===== config.mk =====
export PLATFORM = sky130hd
export DESIGN_NAME = gen_meter_flat
export DESIGN_NICKNAME = d
export VERILOG_FILES = /design/src/rtl/gen_meter_if.sv /design/src/rtl/gen_meter.sv /design/src/flat_wrapper.sv
export SDC_FILE = /design/constraint.sdc
export NUM_CORES = 1
export LEC_CHECK = 0
export ABC_AREA = 0
export BUFFER_PORTS_ARGS = -buffer_cell sky130_fd_sc_hd__buf_2
export CORE_UTILIZATION = 35
export DETAILED_ROUTE_END_ITERATION = 16
export GPL_TIMING_DRIVEN = 0
export HOLD_SLACK_MARGIN = 0.05
export PLACE_DENSITY = 0.59
export SETUP_SLACK_MARGIN = 0.02
export SYNTH_ARGS = -nofsm -noshare
export SYNTH_HDL_FRONTEND = slang
export SYNTH_SLANG_ARGS = --single-unit
export TNS_END_PERCENT = 30

===== constraint.sdc =====
create_clock -name adc_clk -period 8.32 [get_ports adc_clk]
set_clock_uncertainty 0.1 [all_clocks]
set_input_delay 1.664 -clock adc_clk [delete_from_list [all_inputs] [get_ports adc_clk]]
set_output_delay 1.664 -clock adc_clk [all_outputs]
set_load 0.01 [all_outputs]

===== src/rtl/gen_meter_if.sv =====
// Sample stream, window control and result handshake between the control side and gen_meter.
// The master drives samples and control; the slave returns status and results.
interface gen_meter_if #(
    parameter int unsigned IN_W  = 18,
    parameter int unsigned WIN_W = 16,
    parameter int unsigned ACC_W = 2 * IN_W + WIN_W
);
    logic signed [IN_W-1:0]  in_data;
    logic                    in_valid;
    logic                    start;
    logic        [WIN_W-1:0] win_len;
    logic                    busy;
    logic                    rd_valid;
    logic                    rd_ack;
    logic signed [IN_W-1:0]  peak_pos;
    logic signed [IN_W-1:0]  peak_neg;
    logic        [ACC_W-1:0] energy;
    logic        [WIN_W-1:0] zc_count;

    modport master (
        output in_data, in_valid, start, win_len, rd_ack,
        input  busy, rd_valid, peak_pos, peak_neg, energy, zc_count
    );

    modport slave (
        input  in_data, in_valid, start, win_len, rd_ack,
        output busy, rd_valid, peak_pos, peak_neg, energy, zc_count
    );
endinterface


===== src/rtl/gen_meter.sv =====
// Windowed signal meter: positive/negative peak, sum of squares and zero-crossing count
// over a programmed number of samples, with results held behind a valid/ack handshake.
module gen_meter #(
    parameter int unsigned IN_W  = 18,
    parameter int unsigned WIN_W = 16,
    parameter int unsigned ACC_W = 2 * IN_W + WIN_W
) (
    input logic        adc_clk,
    input logic        reset,
    gen_meter_if.slave bus
);
    typedef enum logic [1:0] {StIdle, StRun, StFlush, StDone} state_e;

    localparam logic signed [IN_W-1:0] MinVal = {1'b1, {(IN_W-1){1'b0}}};
    localparam logic signed [IN_W-1:0] MaxVal = {1'b0, {(IN_W-1){1'b1}}};

    state_e                    state_q, state_d;
    logic        [WIN_W:0]     rem_q, rem_d;
    logic                      flush_q, flush_d;
    logic signed [IN_W-1:0]    s_q, s_d;
    logic                      s_vld_q, s_vld_d;
    logic        [2*IN_W-1:0]  sq_q, sq_d;
    logic                      sq_vld_q, sq_vld_d;
    logic        [ACC_W-1:0]   acc_q, acc_d;
    logic signed [IN_W-1:0]    max_q, max_d;
    logic signed [IN_W-1:0]    min_q, min_d;
    logic        [WIN_W-1:0]   zc_q, zc_d;
    logic                      first_q, first_d;
    logic                      prev_sign_q, prev_sign_d;
    logic                      busy_q, busy_d;
    logic                      rd_valid_q, rd_valid_d;
    logic signed [IN_W-1:0]    pp_q, pp_d;
    logic signed [IN_W-1:0]    pn_q, pn_d;
    logic        [ACC_W-1:0]   en_q, en_d;
    logic        [WIN_W-1:0]   zcc_q, zcc_d;

    logic                      accept;
    logic                      begin_win;
    logic signed [2*IN_W-1:0]  prod;

    always_comb begin
        state_d     = state_q;
        rem_d       = rem_q;
        flush_d     = flush_q;
        acc_d       = acc_q;
        max_d       = max_q;
        min_d       = min_q;
        zc_d        = zc_q;
        first_d     = first_q;
        prev_sign_d = prev_sign_q;
        busy_d      = busy_q;
        rd_valid_d  = rd_valid_q;
        pp_d        = pp_q;
        pn_d        = pn_q;
        en_d        = en_q;
        zcc_d       = zcc_q;
        begin_win   = 1'b0;

        // Pipeline: register sample, then square and track peaks/sign, then accumulate.
        accept   = (state_q == StRun) && bus.in_valid;
        s_d      = accept ? bus.in_data : s_q;
        s_vld_d  = accept;
        prod     = s_q * s_q;
        sq_d     = s_vld_q ? unsigned'(prod) : sq_q;
        sq_vld_d = s_vld_q;

        if (s_vld_q) begin
            if (s_q > max_q) max_d = s_q;
            if (s_q < min_q) min_d = s_q;
            if (!first_q && (s_q[IN_W-1] != prev_sign_q)) zc_d = zc_q + WIN_W'(1);
            prev_sign_d = s_q[IN_W-1];
            first_d     = 1'b0;
        end
        if (sq_vld_q) acc_d = acc_q + ACC_W'(sq_q);

        unique case (state_q)
            StIdle: begin
                if (bus.start) begin_win = 1'b1;
            end
            StRun: begin
                if (accept) begin
                    rem_d = rem_q - (WIN_W+1)'(1);
                    if (rem_q == (WIN_W+1)'(1)) begin
                        state_d = StFlush;
                        flush_d = 1'b0;
                    end
                end
            end
            StFlush: begin
                flush_d = 1'b1;
                if (flush_q) begin
                    state_d    = StDone;
                    busy_d     = 1'b0;
                    rd_valid_d = 1'b1;
                    pp_d       = max_q;
                    pn_d       = min_q;
                    en_d       = acc_q + (sq_vld_q ? ACC_W'(sq_q) : '0);
                    zcc_d      = zc_q;
                end
            end
            StDone: begin
                if (bus.start) begin
                    begin_win  = 1'b1;
                    rd_valid_d = 1'b0;
                end else if (bus.rd_ack) begin
                    state_d    = StIdle;
                    rd_valid_d = 1'b0;
                end
            end
            default: state_d = StIdle;
        endcase

        if (begin_win) begin
            state_d = StRun;
            busy_d  = 1'b1;
            rem_d   = (bus.win_len == '0) ? {1'b1, {WIN_W{1'b0}}} : {1'b0, bus.win_len};
            max_d   = MinVal;
            min_d   = MaxVal;
            acc_d   = '0;
            zc_d    = '0;
            first_d = 1'b1;
        end
    end

    always_ff @(posedge adc_clk) begin
        if (reset) begin
            state_q     <= StIdle;
            rem_q       <= '0;
            flush_q     <= 1'b0;
            s_q         <= '0;
            s_vld_q     <= 1'b0;
            sq_q        <= '0;
            sq_vld_q    <= 1'b0;
            acc_q       <= '0;
            max_q       <= '0;
            min_q       <= '0;
            zc_q        <= '0;
            first_q     <= 1'b0;
            prev_sign_q <= 1'b0;
            busy_q      <= 1'b0;
            rd_valid_q  <= 1'b0;
            pp_q        <= '0;
            pn_q        <= '0;
            en_q        <= '0;
            zcc_q       <= '0;
        end else begin
            state_q     <= state_d;
            rem_q       <= rem_d;
            flush_q     <= flush_d;
            s_q         <= s_d;
            s_vld_q     <= s_vld_d;
            sq_q        <= sq_d;
            sq_vld_q    <= sq_vld_d;
            acc_q       <= acc_d;
            max_q       <= max_d;
            min_q       <= min_d;
            zc_q        <= zc_d;
            first_q     <= first_d;
            prev_sign_q <= prev_sign_d;
            busy_q      <= busy_d;
            rd_valid_q  <= rd_valid_d;
            pp_q        <= pp_d;
            pn_q        <= pn_d;
            en_q        <= en_d;
            zcc_q       <= zcc_d;
        end
    end

    assign bus.busy     = busy_q;
    assign bus.rd_valid = rd_valid_q;
    assign bus.peak_pos = pp_q;
    assign bus.peak_neg = pn_q;
    assign bus.energy   = en_q;
    assign bus.zc_count = zcc_q;
endmodule

===== src/flat_wrapper.sv =====
// flat-port wrapper written by rule: the top's interface ports become plain ports
module gen_meter_flat 
#(
    parameter int unsigned IN_W  = 18,
    parameter int unsigned WIN_W = 16,
    parameter int unsigned ACC_W = 2 * IN_W + WIN_W
)
  (adc_clk, reset, bus_in_data, bus_in_valid, bus_start, bus_win_len, bus_rd_ack, bus_busy, bus_rd_valid, bus_peak_pos, bus_peak_neg, bus_energy, bus_zc_count);
  gen_meter_if #(.IN_W(IN_W), .WIN_W(WIN_W), .ACC_W(ACC_W)) bus_i ();
  input logic adc_clk;
  input logic reset;
  input wire logic [$bits(bus_i.in_data)-1:0] bus_in_data;
  input wire logic [$bits(bus_i.in_valid)-1:0] bus_in_valid;
  input wire logic [$bits(bus_i.start)-1:0] bus_start;
  input wire logic [$bits(bus_i.win_len)-1:0] bus_win_len;
  input wire logic [$bits(bus_i.rd_ack)-1:0] bus_rd_ack;
  output wire logic [$bits(bus_i.busy)-1:0] bus_busy;
  output wire logic [$bits(bus_i.rd_valid)-1:0] bus_rd_valid;
  output wire logic [$bits(bus_i.peak_pos)-1:0] bus_peak_pos;
  output wire logic [$bits(bus_i.peak_neg)-1:0] bus_peak_neg;
  output wire logic [$bits(bus_i.energy)-1:0] bus_energy;
  output wire logic [$bits(bus_i.zc_count)-1:0] bus_zc_count;
  assign bus_i.in_data = bus_in_data;
  assign bus_i.in_valid = bus_in_valid;
  assign bus_i.start = bus_start;
  assign bus_i.win_len = bus_win_len;
  assign bus_i.rd_ack = bus_rd_ack;
  assign bus_busy = bus_i.busy;
  assign bus_rd_valid = bus_i.rd_valid;
  assign bus_peak_pos = bus_i.peak_pos;
  assign bus_peak_neg = bus_i.peak_neg;
  assign bus_energy = bus_i.energy;
  assign bus_zc_count = bus_i.zc_count;
  gen_meter #(.IN_W(IN_W), .WIN_W(WIN_W), .ACC_W(ACC_W)) u_core (.adc_clk(adc_clk), .reset(reset), .bus(bus_i));
endmodule

==> results of run 1 <==
path summary, 6_finish.rpt:
kind / start / to / slack, ns / depth (start not counted)
worst max register to register: u_core.s_q[16] / u_core.sq_q[34] / 0.29 / 25
worst min register to register: u_core.bus.energy[3] / u_core.bus.energy[3] / 0.35 / 2
worst min-delay path: u_core.bus.energy[3] / u_core.bus.energy[3] / 0.35 / 2
worst max-delay path: u_core.s_q[16] / u_core.sq_q[34] / 0.29 / 25
power by group through the flow:
stage	clock [mW]	sequential [mW]	combinational, mW
after floorplan	0	1.53	0.788
after global placement	0	1.57	1.13
after detailed placement	0	1.57	1.14
after CTS	1.56	1.54	1.15
after global routing	1.61	1.55	1.28
final	1.54	1.55	1.15
per-layer routing:
metal | track usage [%] | up-vias | wire (um)
met2 | 33.3 | 613 | 36800
li1 | - | 10700 | -
met4 | 3.71 | 0 | 1430
met1 | 28.6 | 10900 | 36800
met5 | 0 | - | 0
met3 | 2.68 | 85 | 4650
what timing repair did:
item,4_1_cts,5_1_grt
buffers inserted,0,0
hold endpoints to repair,0,0
resized for setup,0,19
setup endpoints to repair,0,10
cells by family after synthesis:
family	count (synthesis)	synth area share, %
and+or+nand+nor	948	16.5
AOI/OAI and AO/OA	562	13.5
buffers and inverters	608	8.58
DFF	287	21.6
xor gates and xnor gates	128	4.21
muxes	82	3.08
adders and majority gates	516	32.5
sequential cells by signal (all words and copies together), names as in the netlist, 16 cells and up:
register / count
u_core.s_q: 18
u_core.max_q: 18
u_core.min_q: 18
u_core.sq_q: 35
u_core.bus.zc_count: 16
u_core.bus.peak_pos: 18
u_core.rem_q: 17
u_core.bus.peak_neg: 18
u_core.bus.energy: 52
u_core.zc_q: 16
u_core.acc_q: 52
cell usage after synthesis (all sizes together) (5+ instances only):
| cell type | instances |
|---|---|
| inv | 462 |
| nand2 | 387 |
| fa | 295 |
| dfxtp | 287 |
| a21oi | 227 |
| ha | 221 |
| nor2 | 195 |
| clkbuf | 124 |
| and2 | 88 |
| xnor2 | 86 |
| mux2i | 82 |
| o21ai | 79 |
| a21o | 73 |
| nand3 | 64 |
| nor3 | 48 |
| xor2 | 42 |
| or3 | 33 |
| a211oi | 29 |
| and3 | 29 |
| nand4 | 23 |
| a31oi | 22 |
| buf | 20 |
| nor4 | 19 |
| nor2b | 16 |
| nand2b | 15 |
| o21bai | 15 |
| o21a | 12 |
| a311oi | 10 |
| a2111oi | 9 |
| o31ai | 9 |
| o211ai | 8 |
| a311o | 7 |
| o22ai | 7 |
| or4 | 7 |
| a32oi | 6 |
| a41oi | 6 |
| or2 | 6 |
| and4 | 5 |
| nor4b | 5 |
worst max-delay path, cell delays in order, from the launching register on:
cell and delay, ns:
dfxtp_1 0.76, clkbuf_1 0.68, and2_1 0.31, inv_1 0.08, fa_1 0.50, inv_1 0.05
fa_1 0.49, inv_1 0.05, fa_1 0.51, fa_1 0.52, inv_1 0.05, fa_1 0.48
inv_1 0.06, fa_1 0.60, inv_1 0.06, ha_1 0.37, nand4_1 0.24, nor2_1 0.29
and2_1 0.16, a31oi_1 0.18, a21o_1 0.28, o21bai_1 0.24, a41oi_1 0.21, a211oi_1 0.28
nor3_1 0.08, a311o_1 0.28
area by class of cell:
class	instances	area, um2
fillers	7688	45200
multi-input cells	2236	18600
flip-flops and latches	287	5750
inverters	464	1740
well taps	969	1210
clock buffers	44	895
repair buffers	143	716
plain buffers	142	548
clock inverters	14	229
==> results_dict.tcl, run 1 <==
set metrics [dict create \
    outcome "finished, final reports clean" \
    syn_inst 3131 \
    syn_nets 3686 \
    dp_hpwl_um 64800 \
    clock_latency_ns 0.60 \
    cts_buffers 31 \
    grt_pass1_vias 21500 \
    max_freq_mhz 124 \
    total_power_mw 4.24 \
    place_area_um2 28600 \
    slew_headroom_pct 17.6 \
    synth_seq_area_share_pct 21.6 \
    synth_area_leaders "fa_1, dfxtp_1, ha_1" \
    stdcell_area_um2 29700 \
    power_frac_comb_pct 27.2 \
    viasPerCell 5.18 \
    pin_count 145 \
    place_inst 4243 \
    irDropWorstVdd_mv 0.183 \
    grt_setup_unrepaired "false" \
    worstSetupStartpointType "register" \
    grt_usage_pct 20.3 \
    synthFlopType "dfxtp_1" \
    required_ns 8.70 \
    synth.distinct_cells 75 \
    fin_ws_ns 0.288 \
    area_growth_syn_to_layout_pct 11.5 \
    final_common_cell "inv_1" \
    grt_pass1_wl_um 123000 \
    cts_tree "built" \
    drive_gt1_share_pct 6.76 \
    wl_per_cell_um 18.5 \
    crit_arrival_ns 8.41 \
    period_needed_ns 8.03 \
    slew_violations 0 \
    drt_iter0_markers 1537 \
    hold_slack_ns 0.345 \
    synth_edf_count 0 \
    drv_cap 0 \
    yosysWarnings 0 \
    leakagePower_nw 14.4 \
    die-width_um 278 \
    pre_cts_slack_ns 0.0841 \
    stdcell_count 4299 \
    die_area_um2 77300 \
    first_pass_iters 5 \
    routed_wl_um 79700 \
    cts_sinks 287 \
    worstMarginPinSlew_ns 1.24 \
    mostFrequentLayoutCells "inv_1, nand2_1, fa_1, dfxtp_1, a21oi_1" \
    vias 22300 \
    num_rows 100 \
    mappedNetlistArea_um2 26700 \
    cts_buffer_depth 3 \
    fin_tns_setup_ns 0 \
    finalSetupViolations 0 \
    remaining_drc_errors 0 \
    p_per_area_nw_per_um2 143 \
    h-tree-depth 1 \
    async_flop_share_pct 0 \
    final_util_pct 39.6 \
    path_max_fanout 10 \
    postRouteAntennaNets 0 \
    cts_hold_buf 0 \
    power_switching_mw 1.47 \
    yosysTopAreaCellShare_pct 22.2 \
    clock_power_share_pct 36.3 \
    grt_max_degree 17 \
    synth_area_per_cell_um2 8.51 \
    ys_ff_latch 287 \
    die-height_um 278 \
    path_class "reg2reg" \
    core_area_um2 74900 \
    yosysTopAreaCell "fa_1" \
    p_seq_share_pct 36.4 \
    finalHoldViolCount 0 \
    nets 3860 \
    n_antenna_cell 0 \
    fin_crit_sh_pct 96.5 \
    clk_pin_slew_ns 0.06 \
    root_buffer "clkbuf_16" \
    p_int_mw 2.77 \
    endpoint_kind "register" \
    start_util_pct 35.6 \
    hold_path_class "reg2reg" \
    antenna_found_initial 1 \
    grt-ovfl-total 0 \
    io_buffers 143 \
    globalplace.congestion 0.920 \
    swShare_pct 34.8 \
]
Power figures use the tool's default switching activity.
==> run 2, diff against run 1 <==
- BUFFER_PORTS_ARGS: -buffer_cell sky130_fd_sc_hd__buf_2 -> -buffer_cell sky130_fd_sc_hd__buf_4
- PLACE_DENSITY: 0.59 -> 0.6
- clock period: 8.32 -> 6.65 ns (I/O delays scaled with it)
==> run 2 against run 1 <==
  * Worst hold slack better by 0.0054 ns
  * Largest power group unchanged
  * Core utilization up 2.2 points
  * Power rose by 28%
  * Via count increased by 1.8%
  * First-iteration DRC count rose by 3.8%
  * Register-to-register slack worse by 0.25 ns
  * Largest cell class unchanged
  * Highest routed layer unchanged
==> results_dict.tcl, run 2 (synthesis results as in run 1) <==
set metrics [dict create \
    outcome "finished, final reports clean" \
    die-height_um 278 \
    drive_gt1_share_pct 11.8 \
    drv_cap 0 \
    dp_hpwl_um 64500 \
    antenna_found_initial 0 \
    multiInputGateArea_um2 18900 \
    crit_top_cell "fa_1" \
    die-width_um 278 \
    fin_tns_setup_ns 0 \
    path_max_fanout 10 \
    grt_max_degree 17 \
    path_class "reg2reg" \
    pin_count 145 \
    final_common_cell "inv_1" \
    finalHoldViolCount 0 \
    crit_slowest_cell "fa_1" \
    cts_buffer_depth 3 \
    period_needed_ns 6.61 \
    slew_violations 0 \
    finalSetupViolations 0 \
    nets 3925 \
    clk_pin_slew_ns 0.07 \
    grt_pass1_wl_um 126000 \
    required_ns 7.02 \
    seqCellArea_um2 5810 \
    first_pass_iters 5 \
    place_inst 4243 \
    grt-ovfl-total 0 \
    root_buffer "clkbuf_16" \
    remaining_drc_errors 0 \
    clock_latency_ns 0.61 \
    slew_headroom_pct 8.51 \
    fin_crit_sh_pct 99.4 \
    nFillCells 7515 \
    mostFrequentLayoutCells "inv_1, nand2_1, fa_1, dfxtp_1, a21oi_1" \
    routed_wl_um 81700 \
    wl_per_cell_um 18.7 \
    leakagePower_nw 14.9 \
    globalplace.congestion 0.948 \
    stdcell_count 4363 \
    cts_sinks 287 \
    viasPerCell 5.20 \
    grt_setup_unrepaired "true" \
    p_per_area_nw_per_um2 173 \
    cts_tree "built" \
    area_growth_syn_to_layout_pct 17.6 \
    worstSetupStartpointType "register" \
    die_area_um2 77300 \
    postRouteAntennaNets 0 \
    hold_path_class "reg2reg" \
    irDropWorstVdd_mv 0.219 \
    cts_buffers 31 \
    grt_usage_pct 20.7 \
    num_rows 100 \
    h-tree-depth 1 \
    crit_arrival_ns 6.98 \
    drt_iter0_markers 1595 \
    crit_buf_inv 7 \
    core_area_um2 74900 \
    max_freq_mhz 151 \
    endpoint_kind "register" \
    slowest_delay_ns 0.60 \
    io_buffers 143 \
    path_delay_family "adder cells" \
    worstMarginPinSlew_ns 1.37 \
    vias 22700 \
    start_util_pct 35.6 \
    grt_pass1_vias 21900 \
]
-- run 2: layout make-up --
class                           instances  share of cell area [%]
Clock buffer                           39                    2.73
Clock inverter                         17                   0.655
Multi-Input combinational cell       2236                    60.3
Buffer                                144                    3.16
Tap cell                              969                    3.87
Inverter                              464                    5.62
Timing Repair Buffer                  206                    5.09
Sequential cell                       287                    18.5
Antenna cell                            1                 0.00798
-- run 2: per-layer routing --
layer	up-vias	track usage (%)	part of all wire, %
met1	11100	28.8	45
met3	120	3.80	7.3
met5	-	0	0
li1	10800	-	-
met4	0	5.16	2.6
met2	721	33.1	45
-- run 2: metrics by stage --
step | setup slack [ns] | total power [mW] | utilization [%] | instance area (um2) | hold WS (ns)
floorplan | 0.128 | 2.91 | - | 26700 | 0.332
global placement | -1.59 | 3.38 | 38.6 | 28900 | 0.341
detailed placement | -1.59 | 3.39 | 38.6 | 28900 | 0.346
CTS | -0.0208 | 5.30 | 40.9 | 30700 | 0.353
global route | -0.119 | 5.67 | 41.8 | 31300 | 0.365
finish | 0.0394 | 5.41 | 41.8 | 31300 | 0.351
-- run 2: report_power, final --
group | total [mW] | internal [mW] | switching [mW] | leakage [nW]
logic | 1.65 | 0.646 | 1.00 | 12.1
clock network | 1.84 | 1.04 | 0.799 | 0.515
registers | 1.93 | 1.82 | 0.108 | 2.34
-- run 2: what timing repair did --
action,4_1_cts,5_1_grt
gates cloned,0,1
endpoints found under the setup margin,22,15
hold endpoints to repair,0,0
buffers inserted,21,41
hold buffers,0,0
resized for setup,164,105
pin swaps,11,34
-- run 2: final timing paths --
check / start / to / slack, ns / depth (start not counted)
setup / recovery: u_core.s_q[17] / u_core.sq_q[34] / 0.04 / 25
setup reg to reg: u_core.s_q[17] / u_core.sq_q[34] / 0.04 / 25
hold / removal: u_core.bus.energy[13] / u_core.bus.energy[13] / 0.35 / 2
hold reg to reg: u_core.bus.energy[13] / u_core.bus.energy[13] / 0.35 / 2
-- run 2: worst min-delay path, stage by stage, from the launching register on --
cell and delay [ns]:
dfxtp_1 0.31, nand2_1 0.05, a21oi_1 0.05
==> run 3, diff against run 2 <==
- CORE_ASPECT_RATIO: default -> 2
==> run 3 against run 2 <==
  * Non-clock buffer count shrank 2
  * First-iteration DRC count shrank 28%
  * Clock-buffer cell count is the same
  * Sequential share of layout area is essentially flat
  * Via count grew 0.74%
  * Final cell count grew 0.71%
  * Flip-flop and latch count is the same
  * Critical path depth grew 1
  * Maximum frequency grew 0.53%
  * Register-to-register slack gained 0.03 ns
  * Critical path type unchanged
  * Critical endpoint unchanged
  * Largest cell class unchanged
  * Largest power group unchanged
==> results_dict.tcl, run 3 (synthesis results as in run 1) <==
set metrics [dict create \
    cts_tree "built" \
    worstHoldStart "u_core.bus.energy[7]" \
    die_area_um2 77300 \
    root_buffer "clkbuf_16" \
    drive_gt1_share_pct 11.7 \
    grt_max_degree 16 \
    h-tree-depth 1 \
    leakagePower_nw 14.9 \
    drv_cap 0 \
    grt-ovfl-total 0 \
    nFillCells 7526 \
    core_area_um2 75200 \
    stdcell_area_um2 31300 \
    pre_cts_slack_ns -1.70 \
    slew_headroom_pct 16.0 \
    die-height_um 392 \
    worstSetupStartpointType "register" \
    grt_setup_unrepaired "true" \
    drt_iter0_markers 1146 \
    total_power_mw 5.33 \
    endpoint_kind "register" \
    clock_latency_ns 0.59 \
    path_max_fanout 6 \
    grt_usage_pct 22.9 \
    reg2reg_slack_ns 0.07 \
    finalSetupViolations 0 \
    cts_hold_buf 0 \
    first_pass_iters 7 \
    fin_tns_setup_ns 0 \
    die-width_um 197 \
    irDropWorstVdd_mv 0.196 \
    reg2reg_to "u_core.sq_q[34]" \
    fin_ws_ns 0.0743 \
    grt_pass1_wl_um 134000 \
    hold_slack_ns 0.350 \
    antenna_found_initial 0 \
    postRouteAntennaNets 0 \
    area_growth_syn_to_layout_pct 17.5 \
    remaining_drc_errors 0 \
    setup.worst_path.start "u_core.s_q[2]" \
    p_per_area_nw_per_um2 170 \
    globalplace.congestion 0.946 \
    required_ns 7.09 \
    wl_per_cell_um 20.2 \
    clk_pin_slew_ns 0.07 \
    place_area_um2 29000 \
    worstMarginPinSlew_ns 1.26 \
    mostFrequentLayoutCells "inv_1, nand2_1, fa_1, dfxtp_1, a21oi_1" \
    routed_wl_um 88700 \
    max_freq_mhz 152 \
    grt_pass1_vias 23700 \
    finalHoldViolCount 0 \
    whs_path_depth 2 \
    slew_violations 0 \
    vias 22800 \
    min_to "u_core.bus.energy[7]" \
    path_class "reg2reg" \
    viasPerCell 5.20 \
    num_rows 142 \
    pin_count 145 \
    cts_buffers 27 \
    io_buffers 143 \
    dp_hpwl_um 71200 \
    nets 3919 \
    start_util_pct 35.5 \
    crit_arrival_ns 7.01 \
    hold_path_class "reg2reg" \
    fin_crit_sh_pct 98.9 \
    rr_startpoint "u_core.s_q[2]" \
    outcome "finished, final reports clean" \
    period_needed_ns 6.58 \
    cts_sinks 287 \
    final_common_cell "inv_1" \
    worst_r2r_path_depth 26 \
    cts_buffer_depth 3 \
]
## run 3: layout make-up
| cell class | instances | area [um2] | share of cell area [%] |
|---|---|---|---|
| diodes | 1 | 2.50 | 0.00799 |
| plain buffers | 142 | 963 | 3.08 |
| clock buffers | 39 | 751 | 2.40 |
| clock inverters | 11 | 199 | 0.635 |
| inverters | 464 | 1770 | 5.66 |
| multi-input cells | 2236 | 19000 | 60.6 |
| flip-flops and latches | 287 | 5810 | 18.5 |
| well taps | 1008 | 1260 | 4.03 |
| repair buffers | 206 | 1590 | 5.09 |
## run 3: through the flow
stage	util (%)	cells
floorplan	-	3131
finish	41.7	4394
detailed placement	38.6	4282
global route	41.7	4393
CTS	40.9	4355
global placement	38.6	4282
## run 3: worst max path at each step
stage	slack (ns)	endpoint
2_1_floorplan	0.13	u_core.sq_q[34]
3_3_place_gp	-1.66	u_core.sq_q[34]
3_5_place_dp	-1.70	u_core.sq_q[34]
4_1_cts	-0.006	u_core.sq_q[34]
5_1_grt	-0.06	u_core.sq_q[34]
6_report	0.07	u_core.sq_q[34]
## run 3: per-layer routing
metal | GRT usage, % | part of all wire (%) | up-vias
li1 | - | - | 10800
met1 | 22.1 | 34 | 11100
met2 | 44.3 | 53 | 705
met3 | 2.20 | 4.3 | 288
met4 | 17.0 | 8.8 | 0
met5 | 0 | 0 | -
## run 3: report_power, final
part / switching, mW / internal (mW)
clock network: 0.736 / 0.985
logic: 1.03 / 0.646
registers: 0.120 / 1.82
## run 3: critical path, cell delays in order (launching register included)
cell and delay [ns]:
dfxtp_4 0.49, buf_6 0.14, buf_6 0.14, nand2_2 0.09
fa_1 0.57, inv_1 0.07, fa_1 0.40, inv_2 0.08
fa_1 0.46, fa_1 0.52, inv_1 0.05, fa_1 0.52
inv_1 0.05, fa_1 0.54, inv_2 0.06, ha_4 0.28
nand4_1 0.11, buf_4 0.18, nor2_4 0.10, and2_4 0.16
a31oi_4 0.11, a21o_1 0.26, o21bai_2 0.18, a41oi_2 0.16
a211oi_2 0.26, nor4b_2 0.28, a311o_1 0.15
## run 3: timing repair
item | in CTS | in global routing
gates resized for setup | 179 | 90
pin swaps | 12 | 29
setup buffers | 23 | 37
setup endpoints to repair | 23 | 10
gates cloned | 0 | 3
